File: src/rtl/dot_score_pkg.sv
// Shared types and constants for the dot score keeper.
//   state_e      : PLAY / CLEAR_WAIT / RELOAD sequencing states
//   DOTS_PER_ROW : dots in each monitored row
//   bcd4_t       : four packed BCD digits, [3] = thousands ... [0] = ones
//   SCORE_MAX    : saturation value of the score
//   bcd_add_ten  : adds 10 points (one tens-digit step) with ripple carry
package dot_score_pkg;

    typedef enum logic [1:0] {
        PLAY,
        CLEAR_WAIT,
        RELOAD
    } state_e;

    localparam int unsigned DOTS_PER_ROW = 12;

    typedef logic [3:0][3:0] bcd4_t;

    localparam bcd4_t SCORE_MAX = 16'h9990;

    // The ones digit is never touched; the caller guarantees the value is
    // below SCORE_MAX so the thousands digit cannot overflow.
    function automatic bcd4_t bcd_add_ten(input bcd4_t s);
        bcd4_t r;
        logic  carry;
        r     = s;
        carry = 1'b1;
        for (int d = 1; d < 4; d++) begin
            if (carry) begin
                if (r[d] == 4'd9) begin
                    r[d] = 4'd0;
                end else begin
                    r[d]  = r[d] + 4'd1;
                    carry = 1'b0;
                end
            end
        end
        return r;
    endfunction

endpackage

File: src/rtl/dot_score_keeper_if.sv
// Bundle between the dot-row array and the score keeper.
//   stillHere  : NUM_ROWS*12 dot-present bits, row r at [r*12+11 : r*12]
//   anyLeft    : per-row any-dot-present flags
//   score      : 4-digit BCD score
//   level      : levels cleared (binary, saturating)
//   levelClear : one-cycle pulse on board clear
//   rowReset   : reload strobe to the dot rows
//   gameActive : high while playing
// master = dot-row side (drives dots), slave = score keeper.
interface dot_score_keeper_if #(
    parameter int unsigned NUM_ROWS = 8
);
    logic [NUM_ROWS*dot_score_pkg::DOTS_PER_ROW-1:0] stillHere;
    logic [NUM_ROWS-1:0]                             anyLeft;
    logic [15:0]                                     score;
    logic [3:0]                                      level;
    logic                                            levelClear;
    logic                                            rowReset;
    logic                                            gameActive;

    modport master (
        output stillHere, anyLeft,
        input  score, level, levelClear, rowReset, gameActive
    );

    modport slave (
        input  stillHere, anyLeft,
        output score, level, levelClear, rowReset, gameActive
    );
endinterface

File: src/rtl/dot_popcount.sv
// Combinational population count of a bit vector.
//   vec_i   : WIDTH-bit input vector
//   count_o : number of set bits (7 bits, WIDTH must not exceed 127)
module dot_popcount #(
    parameter int unsigned WIDTH = 96
) (
    input  logic [WIDTH-1:0] vec_i,
    output logic [6:0]       count_o
);

    always_comb begin
        count_o = '0;
        for (int i = 0; i < int'(WIDTH); i++) begin
            count_o = count_o + {6'b0, vec_i[i]};
        end
    end

endmodule

File: src/rtl/dot_score_keeper.sv
// Score keeper for the dot-row array. Turns every dot disappearance into a
// 10-point BCD score step, detects board clear, and sequences the reload.
//   clk   : system clock
//   reset : asynchronous active-high reset
//   bus   : slave side of dot_score_keeper_if (dot inputs, score/level/
//           levelClear/rowReset/gameActive outputs)
module dot_score_keeper
    import dot_score_pkg::*;
#(
    parameter int unsigned NUM_ROWS   = 8,
    parameter int unsigned CLEAR_HOLD = 60
) (
    input logic               clk,
    input logic               reset,
    dot_score_keeper_if.slave bus
);

    localparam int unsigned NumDots = NUM_ROWS * DOTS_PER_ROW;
    localparam int unsigned HoldW   = (CLEAR_HOLD > 1) ? $clog2(CLEAR_HOLD) : 1;

    state_e             state_q, state_d;
    logic [NumDots-1:0] prev_here_q;
    logic [NumDots-1:0] fall_vec;
    logic [6:0]         falls;
    logic [6:0]         pending_q, pending_d;
    bcd4_t              score_q, score_d;
    logic [3:0]         level_q, level_d;
    logic               level_clear_q, level_clear_d;
    logic               seen_dot_q, seen_dot_d;
    logic [HoldW-1:0]   hold_q, hold_d;

    // Only present-to-absent transitions score; reloaded dots rising are ignored.
    assign fall_vec = prev_here_q & ~bus.stillHere;

    dot_popcount #(
        .WIDTH (NumDots)
    ) u_popcount (
        .vec_i   (fall_vec),
        .count_o (falls)
    );

    always_comb begin
        state_d       = state_q;
        score_d       = score_q;
        level_d       = level_q;
        seen_dot_d    = seen_dot_q;
        hold_d        = hold_q;
        level_clear_d = 1'b0;

        // Drain one point per cycle in every state; new falls only count in PLAY.
        pending_d = pending_q - {6'b0, (pending_q != '0)};
        if (state_q == PLAY) begin
            pending_d = pending_d + falls;
        end

        if ((pending_q != '0) && (score_q != SCORE_MAX)) begin
            score_d = bcd_add_ten(score_q);
        end

        if ((state_q == PLAY) && (|bus.stillHere)) begin
            seen_dot_d = 1'b1;
        end

        unique case (state_q)
            PLAY: begin
                // A drop visible this cycle still has to be scored before the
                // board counts as cleared.
                if (!(|bus.anyLeft) && (pending_q == '0) && (falls == '0) && seen_dot_q) begin
                    state_d       = CLEAR_WAIT;
                    level_clear_d = 1'b1;
                    hold_d        = HoldW'(CLEAR_HOLD - 1);
                    if (level_q != 4'd15) begin
                        level_d = level_q + 4'd1;
                    end
                end
            end
            CLEAR_WAIT: begin
                if (hold_q == '0) begin
                    state_d    = RELOAD;
                    seen_dot_d = 1'b0;
                end else begin
                    hold_d = hold_q - HoldW'(1);
                end
            end
            RELOAD: begin
                state_d = PLAY;
            end
            default: begin
                state_d = PLAY;
            end
        endcase
    end

    always_ff @(posedge clk or posedge reset) begin
        if (reset) begin
            state_q       <= PLAY;
            prev_here_q   <= '0;
            pending_q     <= '0;
            score_q       <= '0;
            level_q       <= '0;
            level_clear_q <= 1'b0;
            seen_dot_q    <= 1'b0;
            hold_q        <= '0;
        end else begin
            state_q       <= state_d;
            prev_here_q   <= bus.stillHere;
            pending_q     <= pending_d;
            score_q       <= score_d;
            level_q       <= level_d;
            level_clear_q <= level_clear_d;
            seen_dot_q    <= seen_dot_d;
            hold_q        <= hold_d;
        end
    end

    assign bus.score      = score_q;
    assign bus.level      = level_q;
    assign bus.levelClear = level_clear_q;
    assign bus.rowReset   = (state_q == RELOAD);
    assign bus.gameActive = (state_q == PLAY);

endmodule

File: src/flat_wrapper.sv
// flat-port wrapper written by rule: the top's interface ports become plain ports
module dot_score_keeper_flat import dot_score_pkg::*;
#(
    parameter int unsigned NUM_ROWS   = 8,
    parameter int unsigned CLEAR_HOLD = 60
)
  (clk, reset, bus_stillHere, bus_anyLeft, bus_score, bus_level, bus_levelClear, bus_rowReset, bus_gameActive);
  dot_score_keeper_if #(.NUM_ROWS(NUM_ROWS)) bus_i ();
  input logic clk;
  input logic reset;
  input wire logic [$bits(bus_i.stillHere)-1:0] bus_stillHere;
  input wire logic [$bits(bus_i.anyLeft)-1:0] bus_anyLeft;
  output wire logic [$bits(bus_i.score)-1:0] bus_score;
  output wire logic [$bits(bus_i.level)-1:0] bus_level;
  output wire logic [$bits(bus_i.levelClear)-1:0] bus_levelClear;
  output wire logic [$bits(bus_i.rowReset)-1:0] bus_rowReset;
  output wire logic [$bits(bus_i.gameActive)-1:0] bus_gameActive;
  assign bus_i.stillHere = bus_stillHere;
  assign bus_i.anyLeft = bus_anyLeft;
  assign bus_score = bus_i.score;
  assign bus_level = bus_i.level;
  assign bus_levelClear = bus_i.levelClear;
  assign bus_rowReset = bus_i.rowReset;
  assign bus_gameActive = bus_i.gameActive;
  dot_score_keeper #(.NUM_ROWS(NUM_ROWS), .CLEAR_HOLD(CLEAR_HOLD)) u_core (.clk(clk), .reset(reset), .bus(bus_i));
endmodule
File: config.mk
export PLATFORM = sky130hd
export DESIGN_NAME = dot_score_keeper_flat
export DESIGN_NICKNAME = d
export VERILOG_FILES = /design/src/rtl/dot_score_pkg.sv /design/src/rtl/dot_score_keeper_if.sv /design/src/rtl/dot_popcount.sv /design/src/rtl/dot_score_keeper.sv /design/src/flat_wrapper.sv
export SDC_FILE = /design/constraint.sdc
export NUM_CORES = 1
export LEC_CHECK = 0
export CORE_MARGIN = 2
export CORE_UTILIZATION = 58
export CTS_CLUSTER_SIZE = 14
export DETAILED_ROUTE_END_ITERATION = 8
export PLACE_DENSITY = 0.91
export SLEW_MARGIN = 20
export SYNTH_ARGS = -nofsm -noshare
export SYNTH_HDL_FRONTEND = slang
export SYNTH_SLANG_ARGS = --single-unit
export TNS_END_PERCENT = 100
File: constraint.sdc
create_clock -name clk -period 23.1 [get_ports clk]
set_input_delay 3.465 -clock clk [delete_from_list [all_inputs] [get_ports clk]]
set_output_delay 3.465 -clock clk [all_outputs]
set_load 0.01 [all_outputs]
==> key figures, run 1 <==
Job
  • Max_cap viols: 0

Critical path
  • Reg-to-reg slack, setup: 14.96 ns
  • FF-to-FF path depth: 27
  • Kind of critical path: primary input to register
  • Startpoint types: primary input
  • Data arrival, critical path: 11.65 ns
  • Critical path fanouts, max: 4
  • RR Endpoint: u_core.pending_q[6]
  • CP startpoint: bus_stillHere[83]
  • Critical path's largest stage delay: 0.57 ns
  • WP data required: 23.41 ns
  • Worst flop-to-flop path startpoint: u_core.prev_here_q[83]
  • CP dominant cell by count: fa_1
  • CP max stage cell: fa_1
  • Kind of end point of the critical path: register

Yosys
  • Seq cells post-synth: 129
  • Synth Area in Adders: 27.2%
  • Synth Warn #: 0
  • Synth unique cells: 57
  • Post-Syn Area: 7580 µm²
  • Area leader, netlist: dfrtp_1
  • Post-synthesis mux area share: 1.17%
  • Xor/xnor share of the synthesized area: 2.31%
  • Post-Syn Instances: 634
  • Dominant cells by area after synthesis: dfrtp_1 43%, fa_1 22%, inv_1 4.8%, ha_1 4.8%, nor2b_1 4.6%
  • Synth Area per Inst: 12.0 µm²
  • Register area share after synthesis: 42.6%
  • Top cell type's share of synthesized area: 42.6%
  • Compound-cell area share of the yosys netlist: 3.75%
  • Main combinational cell family by area after synthesis: adder cells
  • Simple-gate share of the synthesized area: 17.6%
  • Synth Flop Type: dfrtp_1
  • Asr flop ratio synth: 100%
  • Number of synthesized flops with an enable pin: 0

Timing
  • Setup TNS: 0 ns
  • Final Hold Vio Count: 0
  • Fmax: 88.2 MHz
  • Slew @ Worst Pin: 0.896 ns
  • Count of pins over their slew limit: 0
  • Clock Skews: 0.0141 ns
  • Minimum clock period after layout: 11.34 ns
  • Fin worst setup slack: 11.76 ns
  • Tcrit/Tclk final: 49.1%
  • RSZ-0062 raised after global routing: no
  • Max_slew headroom: 39.9%
  • Setup violators final: 0

Floorplan
  • Die Y: 118 µm
  • FP Rows: 41
  • Die area: 14000 µm²
  • # IOs: 129
  • Die width: 118 µm
  • Core area: 12700 µm²
  • Starting Density: 59.8%

Clock network
  • Setup Buffers After CTS: 0
  • Post-CTS resize count: 0
  • TritonCTS clock tree: yes
  • Clk slew on worst S/H paths: 0.05 ns
  • Sink Count: 129
  • Max clock buf depth: 2
  • TritonCTS buffer count: 17
  • Cts-stage hold buffer count: 0
  • Cell at the root of the clock tree: clkbuf_16
  • Clk_lat worst skew: 0.43 ns
  • H-tree levels: 4

Global routing
  • Gr ovfl total: 0
  • Largest net degree at the start of global routing: 71
  • Initial antenna violation count: 0
  • GRT Total Usage: 27.8%
  • Vias in the first global route: 6025
  • First-pass GRT wire length: 29500 µm

Routing
  • Drt first pass iters: 4
  • Post-Route WL: 17700 µm
  • DR WL/cell: 18.4 µm
  • Iteration-0 DRC Markers: 286
  • Vias per cell: 5.39
  • Post-DRT Antenna Nets: 0
  • Drt drc: 0
  • Routed via count: 5177

Place
  • # port buffers: 124
  • RD Place Congestion: 0.930
  • Dpl cell area: 9020 µm²
  • Worst slack at placement: 11.35 ns
  • Detailed placement HPWL: 13800 µm

Finish
  • Most frequent cells in the layout: 129 x dfrtp_1, 124 x clkdlybuf4s50_1, 96 x inv_1
  • Area Overhead vs Synth: 26.9%
  • Most common cell after layout, fill and taps aside: dfrtp_1
  • Layout cells sized above 1: 5.71%
  • Nets@finish: 995
  • N_diodes: 0
  • Final instance area: 9620 µm²

Worst hold path
  • Min-delay src: u_core.bus.score[8]
  • Hold EP: u_core.bus.score[8]
  • Worst hold path cell count: 1
  • Worst Hold Class: register to register

Outcome
  • Status: finished, final reports clean
cells by family after synthesis:
| family | count (synthesis) |
|---|---|
| buf+inv | 103 |
| other cells | 1 |
| fa+ha+maj | 114 |
| flops | 129 |
| simple gates | 216 |
| compound gates | 43 |
| mux | 8 |
| xor+xnor | 20 |
through the flow:
stage | utilization (%) | cells | hold WS (ns)
6_report | 75.9 | 960 | 0.499
2_1_floorplan | - | 637 | 0.455
3_5_place_dp | 71.2 | 928 | 0.490
5_1_grt | 75.9 | 960 | 0.526
3_3_place_gp | 71.2 | 928 | 0.473
4_1_cts | 75.9 | 960 | 0.496
registers in the layout, indices dropped and copies added (netlist names):
signal                 flops
u_core.bus.level           4
u_core.bus.levelClear      1
u_core.bus.score          12
u_core.hold_q              6
u_core.pending_q           7
u_core.prev_here_q        96
u_core.seen_dot_q          1
u_core.state_q             2
cell usage after synthesis, drive strengths merged, types with 2 or more instances:
| cell type | number |
|---|---|
| nand3 | 8 |
| o21a | 2 |
| nand2b | 51 |
| nor2 | 22 |
| o32a | 2 |
| mux2i | 4 |
| ha | 29 |
| o21ai | 9 |
| nor3 | 9 |
| buf | 5 |
| or3 | 3 |
| inv | 97 |
| or4 | 2 |
| a31oi | 3 |
| nand2 | 10 |
| or3b | 2 |
| nor4 | 26 |
| nand4 | 6 |
| xor2 | 10 |
| mux2 | 4 |
| nor2b | 56 |
| nor3b | 7 |
| nor4b | 3 |
| fa | 85 |
| and3 | 2 |
| dfrtp | 129 |
| xnor2 | 10 |
| a21o | 3 |
| or4b | 2 |
| a21oi | 12 |
| nand4b | 2 |
| a211oi | 3 |
per-layer routing:
layer | up-vias | GRT usage (%) | part of all wire [%]
met5 | - | 0 | 0
met4 | 0 | 14.2 | 4.0
met3 | 54 | 6.13 | 6.0
met2 | 187 | 49.1 | 53
met1 | 2602 | 31.6 | 37
li1 | 2334 | - | -
worst max path at each step:
stage                                      to  depth (start not counted)
after floorplan           u_core.pending_q[6]                         28
after global placement    u_core.pending_q[6]                         29
after detailed placement  u_core.pending_q[6]                         28
after CTS                 u_core.pending_q[6]                         28
after global routing      u_core.pending_q[6]                         29
final                     u_core.pending_q[6]                         28
final cells by class:
| type | count | area (µm²) |
|---|---|---|
| Multi-Input combinational cell | 405 | 3960 |
| Tap cell | 172 | 215 |
| Timing Repair Buffer | 125 | 1250 |
| Clock buffer | 22 | 464 |
| Clock inverter | 10 | 134 |
| Fill cell | 812 | 3050 |
| Inverter | 97 | 367 |
| Sequential cell | 129 | 3230 |
worst max-delay path: cells and delay by family:
kind            cells  cell delay (ns)
compound gates      4             0.62
xor+xnor            2             0.52
fa+ha+maj          12             5.55
buf+inv             6             0.86
simple gates        4             0.61
Power of run 1 is left out: the tool's default activity adds up to more than one toggle a clock period on the data nets, which glitch-free logic cannot reach.
==> run 2, diff against run 1 <==
Settings changed: CORE_UTILIZATION 58 to 54, PLACE_DENSITY 0.91 to 0.86.
Clock period 23.1 ns to 11.33 ns, I/O delays scaled along.
==> key figures, run 2 (synthesized netlist as in run 1, its figures left out) <==
Finish
  • Reg with most FFs: u_core.prev_here_q
  • Most common cell after layout, fill and taps aside: dfrtp_1
  • N_diodes: 0
  • Layout cells sized above 1: 5.72%
  • Nets@finish: 995
  • Max FFs per register: 96
  • FF/Latch Area: 3230 µm²
  • Area Overhead vs Synth: 27.0%
  • Filler instances: 946
  • Multi-input gate area: 3960 µm²
  • Most frequent cells in the layout: 129 x dfrtp_1, 124 x clkdlybuf4s50_1, 96 x inv_1

Floorplan
  • Core area: 13800 µm²
  • # IOs: 129
  • Die width: 123 µm
  • FP Rows: 43
  • Die Y: 123 µm
  • Starting Density: 55.1%
  • Die area: 15000 µm²

Critical path
  • FF-to-FF path depth: 25
  • Kind of critical path: primary input to register
  • Critical path's largest stage delay: 0.55 ns
  • Worst flop-to-flop path startpoint: u_core.prev_here_q[11]
  • Critical path fanouts, max: 4
  • Kind of end point of the critical path: register
  • WP data required: 11.67 ns
  • Startpoint types: primary input
  • CP dominant cell by count: fa_1
  • RR Endpoint: u_core.pending_q[6]
  • CP startpoint: bus_stillHere[45]
  • Data arrival, critical path: 10.08 ns
  • CP max stage cell: fa_1
  • Worst setup endpoint: u_core.pending_q[6]
  • Reg-to-reg slack, setup: 2.99 ns

Timing
  • Fmax: 103 MHz
  • Setup violators final: 0
  • Clock Skews: 0.00905 ns
  • Count of pins over their slew limit: 0
  • RSZ-0062 raised after global routing: no
  • Setup TNS: 0 ns
  • Final Hold Vio Count: 0
  • Slew @ Worst Pin: 1.02 ns
  • Minimum clock period after layout: 9.74 ns
  • Max_slew headroom: 31.8%
  • Tcrit/Tclk final: 86.0%

Routing
  • Vias per cell: 5.31
  • Post-Route WL: 17300 µm
  • DR WL/cell: 17.9 µm
  • Drt drc: 0
  • Post-DRT Antenna Nets: 0
  • Iteration-0 DRC Markers: 294
  • Drt first pass iters: 6
  • Routed via count: 5136

Clock network
  • Clk slew on worst S/H paths: 0.05 ns
  • TritonCTS clock tree: yes
  • Clk_lat worst skew: 0.43 ns
  • Max clock buf depth: 2
  • H-tree levels: 4
  • Setup Buffers After CTS: 0
  • Sink Count: 129
  • Cell at the root of the clock tree: clkbuf_16
  • TritonCTS buffer count: 17
  • Post-CTS resize count: 0
  • Cts-stage hold buffer count: 0

Global routing
  • Met2 Use GR: 44.4%
  • Gr ovfl total: 0
  • First-pass GRT wire length: 28200 µm
  • GRT Total Usage: 25.3%
  • Largest net degree at the start of global routing: 84
  • Busiest grt layer: met2
  • Routing usage on met1: 30.0%
  • Initial antenna violation count: 0
  • Vias in the first global route: 5698
  • Grt met3 use: 5.76%

Outcome
  • Status: finished, final reports clean

Worst hold path
  • Min-delay src: u_core.bus.score[8]
  • Worst Hold Class: register to register

Place
  • # port buffers: 124
  • RD Place Congestion: 0.861
  • Detailed placement HPWL: 13800 µm

Job
  • Max_cap viols: 0
## run 2: changes by cell type in the layout (fill, tap and decap cells not counted), sizes merged
| cell | change |
|---|---|
| clkbuf | -1 |
| clkinv | -2 |
| clkinvlp | +2 |
## run 2: critical path: cells and delay by family
family                     cells  cell delay (ns)
AOI/OAI and AO/OA              4             0.69
xor gates and xnor gates       2             0.56
and+or+nand+nor                4             0.79
adders and majority gates     12             5.54
buffers and inverters          7             0.78
## run 2: per-layer routing
layer	routed length [µm]	vias up
li1	-	2323
met1	6670	2579
met2	9140	195
met3	1020	39
met4	488	0
met5	0	-
## run 2: per-stage QoR
step | cells | area (µm²) | hold slack [ns] | utilization (%) | worst slack, ns
after floorplan | 637 | 7590 | 0.455 | - | 2.28
after detailed placement | 936 | 9030 | 0.500 | 65.6 | 1.30
after global routing | 967 | 9630 | 0.535 | 69.9 | 1.21
after global placement | 936 | 9030 | 0.476 | 65.6 | 1.56
after CTS | 967 | 9630 | 0.513 | 69.9 | 1.60
final | 967 | 9630 | 0.510 | 69.9 | 1.59
## run 2: layout make-up
class | instances | area share [%]
Inverter | 97 | 3.81
Clock inverter | 10 | 1.40
Timing Repair Buffer | 125 | 13.0
Sequential cell | 129 | 33.5
Clock buffer | 21 | 4.78
Tap cell | 180 | 2.34
Multi-Input combinational cell | 405 | 41.2
## run 2: worst min path at each step
stage          slack, ns  cells after the start              endpoint
3_5_place_dp        0.50                      1   u_core.bus.score[8]
3_3_place_gp        0.48                      1  u_core.bus.score[15]
5_1_grt             0.53                      1   u_core.bus.score[8]
4_1_cts             0.51                      1   u_core.bus.score[8]
2_1_floorplan       0.45                      2     u_core.seen_dot_q
6_report            0.51                      1   u_core.bus.score[8]
Power of run 2 is left out for the same reason.
